[src/rtl/ex_mem_skid_reg.sv]
// EX->MEM boundary register with valid/ready handshake, two-entry skid buffer,
// synchronous flush, bubble control gating and a saturating back-pressure counter.
//
//   occupancy | meaning
//   ----------+------------------------------------------------
//   EMPTY     | main and skid empty, ready_o=1
//   ONE       | main valid (drives outputs), skid empty, ready_o=1
//   FULL      | main and skid valid, ready_o=0, valid_i ignored
module ex_mem_skid_reg #(
   parameter int DATA_W = 32,
   parameter int RD_W   = 5,
   parameter int CTRL_W = 3,
   parameter int CNT_W  = 16
) (
   input  logic              clk_i,
   input  logic              rst_i,
   input  logic              flush_i,
   input  logic              valid_i,
   output logic              ready_o,
   input  logic [DATA_W-1:0] alu_i,
   input  logic [DATA_W-1:0] data_i,
   input  logic [RD_W-1:0]   rd_i,
   input  logic [CTRL_W-1:0] ctrl_i,
   output logic              valid_o,
   input  logic              ready_i,
   output logic [DATA_W-1:0] alu_o,
   output logic [DATA_W-1:0] data_o,
   output logic [RD_W-1:0]   rd_o,
   output logic [CTRL_W-1:0] ctrl_o,
   output logic [1:0]        count_o,
   output logic [CNT_W-1:0]  stall_cnt_o
);

   localparam logic [CNT_W-1:0] CNT_MAX = '1;

   logic              main_valid;
   logic [DATA_W-1:0] main_alu;
   logic [DATA_W-1:0] main_data;
   logic [RD_W-1:0]   main_rd;
   logic [CTRL_W-1:0] main_ctrl;

   logic              skid_valid;
   logic [DATA_W-1:0] skid_alu;
   logic [DATA_W-1:0] skid_data;
   logic [RD_W-1:0]   skid_rd;
   logic [CTRL_W-1:0] skid_ctrl;

   logic [CNT_W-1:0]  stall_cnt;

   // ready_o depends only on registered state, never on ready_i
   assign ready_o     = !skid_valid;
   assign valid_o     = main_valid;
   assign alu_o       = main_alu;
   assign data_o      = main_data;
   assign rd_o        = main_rd;
   assign ctrl_o      = main_valid ? main_ctrl : '0;
   assign count_o     = {1'b0, main_valid} + {1'b0, skid_valid};
   assign stall_cnt_o = stall_cnt;

   always_ff @(posedge clk_i or posedge rst_i) begin
      if (rst_i) begin
         main_valid <= 1'b0;
         main_alu   <= '0;
         main_data  <= '0;
         main_rd    <= '0;
         main_ctrl  <= '0;
         skid_valid <= 1'b0;
         skid_alu   <= '0;
         skid_data  <= '0;
         skid_rd    <= '0;
         skid_ctrl  <= '0;
      end else if (flush_i) begin
         main_valid <= 1'b0;
         skid_valid <= 1'b0;
      end else if (skid_valid) begin
         if (ready_i) begin
            main_alu   <= skid_alu;
            main_data  <= skid_data;
            main_rd    <= skid_rd;
            main_ctrl  <= skid_ctrl;
            skid_valid <= 1'b0;
         end
      end else if (!main_valid || ready_i) begin
         // main is free or draining this cycle: new entry goes straight to main
         main_valid <= valid_i;
         if (valid_i) begin
            main_alu  <= alu_i;
            main_data <= data_i;
            main_rd   <= rd_i;
            main_ctrl <= ctrl_i;
         end
      end else if (valid_i) begin
         skid_valid <= 1'b1;
         skid_alu   <= alu_i;
         skid_data  <= data_i;
         skid_rd    <= rd_i;
         skid_ctrl  <= ctrl_i;
      end
   end

   always_ff @(posedge clk_i or posedge rst_i) begin
      if (rst_i) begin
         stall_cnt <= '0;
      end else if (main_valid && !ready_i && (stall_cnt != CNT_MAX)) begin
         stall_cnt <= stall_cnt + 1'b1;
      end
   end

endmodule

[config.mk]
export PLATFORM = sky130hd
export DESIGN_NAME = ex_mem_skid_reg
export DESIGN_NICKNAME = d
export VERILOG_FILES = /design/src/rtl/ex_mem_skid_reg.sv
export SDC_FILE = /design/constraint.sdc
export NUM_CORES = 1
export LEC_CHECK = 0
export ABC_AREA = 1
export CAP_MARGIN = 30
export CORE_ASPECT_RATIO = 1.2
export CORE_MARGIN = 2
export CORE_UTILIZATION = 43
export DETAILED_ROUTE_END_ITERATION = 12
export PLACE_DENSITY = 0.8
export SYNTH_ARGS = -nofsm -noshare
export SYNTH_HDL_FRONTEND = slang
export SYNTH_SLANG_ARGS = --single-unit
[constraint.sdc]
create_clock -name clk_i -period 4.5 [get_ports clk_i]
set_input_delay 0.45 -clock clk_i [delete_from_list [all_inputs] [get_ports clk_i]]
set_output_delay 0.45 -clock clk_i [all_outputs]
set_load 0.02 [all_outputs]
==> reports/results.ini, run 1 <==
[critical_path]
worstPathMaxFanout = 42
r2r_end = data_o[23]
required_ns = 4.84
critPathBufInv = 1
cp_data_arrival_time_ns = 2.85
path_depth = 7
cp_top_family = compound AO/OA/AOI/OAI gates
path_cells = nand2_1, o21ai_1, nand2_1, a21oi_4, buf_4, nand2_1, o21ai_1
crit_top_cell = nand2_1
cp-startpoint = skid_valid
startpoint_type = flip-flop
cpPeakStageDelay_ns = 0.75
slowest_stage = a21oi_4
r2r_slack_ns = 1.99
endpoint_kind = flip-flop
critPathCapture = data_o[23]
r2r_cells = 7
r2r_start = skid_valid
crit_type = reg -> reg

[timing]
period_needed_ns = 2.51
setup_viol = 0
rsz0062_at_grt = no
tightest_slew_ns = 0.974
fin_worst_skew_ns = 0.00691
fmax_mhz = 398
final_hold_viol_count = 0
slew_headroom_pct = 34.9
final_max_slew_viol_count = 0
finalCritPeriodShare_pct = 55.8
fin_setup_tns_ns = 0

[detailed_routing]
drc = 0
wl_per_cell_um = 12.9
drtIter0Drc = 411
antenna_left = 0
viasPerCell = 4.75
dr.pass1.iters = 5
via_count = 6297
drt-total-wl_mm = 17.1

[worst_hold_path]
hold_class = reg -> reg
hold_start = skid_alu[23]

[die]
rows = 52
io_pins = 169
die-area_mm2 = 0.0184
die_w_um = 124
die_h_um = 148
start_util_pct = 44.1
design.core.area_mm2 = 0.0169

[yosys]
synth-seq-area-share_pct = 54.3
syn_avg_cell_area_um2 = 7.86
synth_nets = 1029
yosysWarnings = 0
synth_top_area_cell = dfrtp_1
synth_ff_type = dfrtp_1
yosysTopAreaCellShare_pct = 54.3
yosys-top-cells-count = 293 x nand2_1, 173 x inv_1, 165 x o21ai_0
synthArstFlopShare_pct = 100
synth_cell_types = 19
synth_enable_flop_cells = 0
synth.top_cells.by_area = dfrtp_1 54%, nand2_1 15%, o21ai_0 11%
syn_inst = 950
synth_area_mm2 = 0.00746
synth.most_common_cell = nand2_1
ys_ff_latch = 162

[clock_network]
cts_setup_buffers = 0
cts_made_buffers = 17
clk_pin_slew_ns = 0.07
cts.htree.levels = 4
clkLatencyLatePin_ns = 0.41
clock_sinks = 162
cts-hold-fix-buffers = 0
cts_tree = yes
clock_path_buffers = 2
root_buffer = clkbuf_16
ctsResizeCount = 0

[global_route]
grt_pass1_wl_mm = 29.7
track_usage_pct = 19.6
grt_pass1_vias = 6355
antenna_found_initial = 0
gr-total-overflow = 0
grt_max_degree = 110

[power]
p_clk_share_pct = 34.0
power_frac_comb_pct = 21.2
leakagePower_nw = 4.65
cellPowerDensity_mw_per_mm2 = 435
seqPwrFrac_pct = 44.8
p_int_mw = 3.01
power_mw = 4.28
ir_worst_vdd_mv = 0.244
sw_frac_of_total_pct = 29.6
p_sw_mw = 1.27

[cells_and_area]
syn2layout_area_growth_pct = 32.0
fin_cells = 1327
fin_area_mm2 = 0.00985
antenna_cells = 0
drive_above_1_share_pct = 3.96
layout.nets = 1177
multiInputGateArea_mm2 = 0.00251
nFillCells = 1502
regArea_mm2 = 0.00406

[placement]
place_inst = 1295
io_buffers = 168
hpwl_mm = 11.4
place_congestion = 0.806
dpl_cell_area_mm2 = 0.00926

[status]
outcome = completed

[flow_run]
maxCapViolCount = 0

## power by group through the flow
stage / logic [mW] / registers, mW / clock network, mW
2_1_floorplan: 0.352 / 2.06 / 0
3_3_place_gp: 0.893 / 1.93 / 0
3_5_place_dp: 0.918 / 1.94 / 0
4_1_cts: 0.922 / 1.92 / 1.49
5_1_grt: 1.01 / 1.96 / 1.56
6_report: 0.907 / 1.92 / 1.46
## cells in the final DEF (no fill, tap or decap), types with 5 or more instances in the layout
cell / count
o21ai_0: 165
nand4_1: 7
o21ai_1: 59
buf_4: 5
dfrtp_1: 161
nor2_1: 22
inv_1: 172
nand3_1: 11
clkdlybuf4s50_1: 168
nand3b_1: 5
clkbuf_16: 17
clkinvlp_4: 6
nand2_1: 293
## per-stage QoR
step | utilization [%] | hold WS [ns] | setup slack, ns
after global placement | 54.7 | 0.465 | 1.78
after detailed placement | 54.7 | 0.473 | 1.71
after CTS | 58.2 | 0.489 | 1.97
after global routing | 58.2 | 0.505 | 1.68
final | 58.2 | 0.485 | 1.99
after floorplan | - | 0.453 | 1.99
## worst min-delay path, cell delays in order (launching register included)
cell and delay (ns):
dfrtp_1 0.34, nand2_1 0.05, o21ai_0 0.06
## state kept, by name, summed over array words and instances (netlist names)
name / count
skid_data: 32
stall_cnt_o: 16
alu_o: 32
data_o: 32
main_ctrl: 3
rd_o: 5
valid_o: 1
skid_ctrl: 3
skid_valid: 1
skid_rd: 5
skid_alu: 32
## final cells by class
class | instances | area share (%)
sequential | 162 | 41.2
multi-input combinational | 568 | 25.5
timing repair buffer | 175 | 17.9
inverter | 174 | 6.67
clock buffer | 18 | 4.46
tap | 216 | 2.74
clock inverter | 14 | 1.56
## per-layer routing
layer  up-vias  share of wire, %  GRT usage [%]
li1       3222                 -              -
met1      2902                43           24.4
met2       150                50           33.6
met3        23               4.7           4.53
met4         0               1.8           6.74
met5         -                 0              0
## worst min path at each step
stage                     cells after the start  slack, ns             to
final                                         2       0.48   skid_alu[23]
after global routing                          2       0.51    skid_alu[7]
after CTS                                     2       0.49  skid_data[18]
after detailed placement                      2       0.47    skid_alu[6]
after global placement                        2       0.46   skid_data[9]
after floorplan                               2       0.45    skid_alu[0]
## cell families (layout without fill, tap and decap cells)
| kind of cell | after synthesis | count (layout) | share of synthesized area [%] |
|---|---|---|---|
| AOI/OAI and AO/OA | 225 | 225 | 15.2 |
| xor gates and xnor gates | 1 | 1 | 0.117 |
| adders and majority gates | 2 | 2 | 0.335 |
| buffers and inverters | 220 | 381 | 12.1 |
| DFF | 162 | 162 | 54.3 |
| and+or+nand+nor | 340 | 340 | 17.9 |
(Power assumes the default switching activity.)
==> inputs of run 2 (changes only) <==
clock period = 2.3 ns   (was 4.5 ns; I/O delays follow)
==> run 2 against run 1 <==
  * Die area is the same
  * Sequential share of layout area is 0.46 points lower
  * Clock-buffer cell count increased by 2
  * Combinational power rose by 97%
  * Largest cell class unchanged
  * Design area is 1.1% higher
  * First-iteration DRC count shrank 19%
  * Sequential power increased by 95%
  * Clock power increased by 100%
  * Setup slack got worse by 1.9 ns
  * Non-clock buffer count rose by 3
  * Clock skew up 0.0015 ns
==> reports/results.ini, run 2 (same netlist as run 1, synthesis figures left out) <==
[cells_and_area]
nFillCells = 1547
regArea_mm2 = 0.00406
fin_cells = 1330
drive_above_1_share_pct = 3.95
antenna_cells = 0
multiInputGateArea_mm2 = 0.00251
final_common_cell = nand2_1
syn2layout_area_growth_pct = 33.5
layout.nets = 1180
final_cell_mix = 293 x nand2_1, 172 x inv_1, 168 x clkdlybuf4s50_1

[clock_network]
clkLatencyLatePin_ns = 0.42
root_buffer = clkbuf_16
ctsResizeCount = 0
cts_tree = yes
cts.htree.levels = 4
clock_path_buffers = 2
cts_made_buffers = 17
clk_pin_slew_ns = 0.06
cts_setup_buffers = 0
clock_sinks = 162
cts-hold-fix-buffers = 0

[timing]
final_hold_viol_count = 0
tightest_slew_ns = 0.661
finalCritPeriodShare_pct = 96.2
fin_setup_tns_ns = 0
setup_viol = 0
fin_ws_ns = 0.0872
fmax_mhz = 452
fin_worst_skew_ns = 0.00842
final_max_slew_viol_count = 0
rsz0062_at_grt = no
period_needed_ns = 2.21
slew_headroom_pct = 55.9

[detailed_routing]
drtIter0Drc = 331
drt-total-wl_mm = 16.7
antenna_left = 0
drc = 0
dr.pass1.iters = 5
viasPerCell = 4.72
via_count = 6280
wl_per_cell_um = 12.5

[critical_path]
required_ns = 2.07
slowest_stage = dfrtp_4
startpoint_type = flip-flop
path_cells = ha_1, clkdlybuf4s50_1
cp_data_arrival_time_ns = 1.98
crit_type = reg -> out
endpoint_kind = output port
worstPathMaxFanout = 37
cpPeakStageDelay_ns = 0.63

[global_route]
antenna_found_initial = 0
grt_max_degree = 91
gr-total-overflow = 0
track_usage_pct = 18.9
grt_pass1_wl_mm = 28.9
grt_pass1_vias = 6062

[die]
die_h_um = 148
io_pins = 169
die_w_um = 124
design.core.area_mm2 = 0.0169
start_util_pct = 44.1
die-area_mm2 = 0.0184
rows = 52

[power]
ir_worst_vdd_mv = 0.531
seqPwrFrac_pct = 44.1
power_mw = 8.50
sw_frac_of_total_pct = 28.4
p_int_mw = 6.09
leakagePower_nw = 4.71
cellPowerDensity_mw_per_mm2 = 854
p_sw_mw = 2.41
p_clk_share_pct = 34.9
power_frac_comb_pct = 21.0

[placement]
place_congestion = 0.815
io_buffers = 168
place_inst = 1298
pre_cts_ws_ns = 0.331
hpwl_mm = 11.3

[status]
outcome = completed

[flow_run]
maxCapViolCount = 0

[worst_hold_path]
hold_class = in -> async

-- run 2: critical path, delay by kind of cell, from the launching register on --
family | cells | cell delay [ns]
adders and majority gates | 1 | 0.34
buffers and inverters | 1 | 0.59
DFF | 1 | 0.63
-- run 2: worst paths after layout --
| check | startpoint | end | slack [ns] | depth (start not counted) |
|---|---|---|---|---|
| worst max-delay path | skid_valid | count_o[0] | 0.09 | 2 |
| worst min-delay path | rst_i | data_o[31] | 0.21 | 2 |
| worst max register to register | skid_valid | alu_o[31] | 0.42 | 7 |
| worst min register to register | skid_alu[24] | skid_alu[24] | 0.48 | 2 |
| max in group asynchronous | rst_i | skid_alu[16] | 1.37 | 3 |
| min in group clk_i | data_i[9] | skid_data[9] | 0.39 | 3 |
-- run 2: metal layers --
layer  vias up  routed length (µm)  track usage (%)
met1      2894                7440             25.2
met3        19                 679             3.35
li1       3229                   -                -
met4         0                 288             7.19
met2       138                8280             31.1
met5         -                   0                0
-- run 2: power by group through the flow --
| stage | Clock [mW] | Combinational [mW] | Sequential, mW |
|---|---|---|---|
| after floorplan | 0 | 0.688 | 4.04 |
| after global placement | 0 | 1.76 | 3.78 |
| after detailed placement | 0 | 1.81 | 3.79 |
| after CTS | 3.04 | 1.82 | 3.75 |
| after global routing | 3.18 | 1.99 | 3.83 |
| final | 2.96 | 1.79 | 3.75 |
-- run 2: metrics by stage --
stage	util [%]	hold WS [ns]	instance area, µm²
global route	58.9	0.255	9960
CTS	58.9	0.202	9960
finish	58.9	0.205	9960
global placement	55.2	0.465	9340
detailed placement	55.2	0.473	9340
floorplan	-	0.389	7470
-- run 2: cell type report --
type                       instances  share of cell area [%]
clock buffer                      20                    4.38
tap                              216                    2.71
inverter                         174                    6.59
timing repair buffer             178                    18.5
sequential                       162                    40.7
multi-input combinational        568                    25.2
clock inverter                    12                    1.83
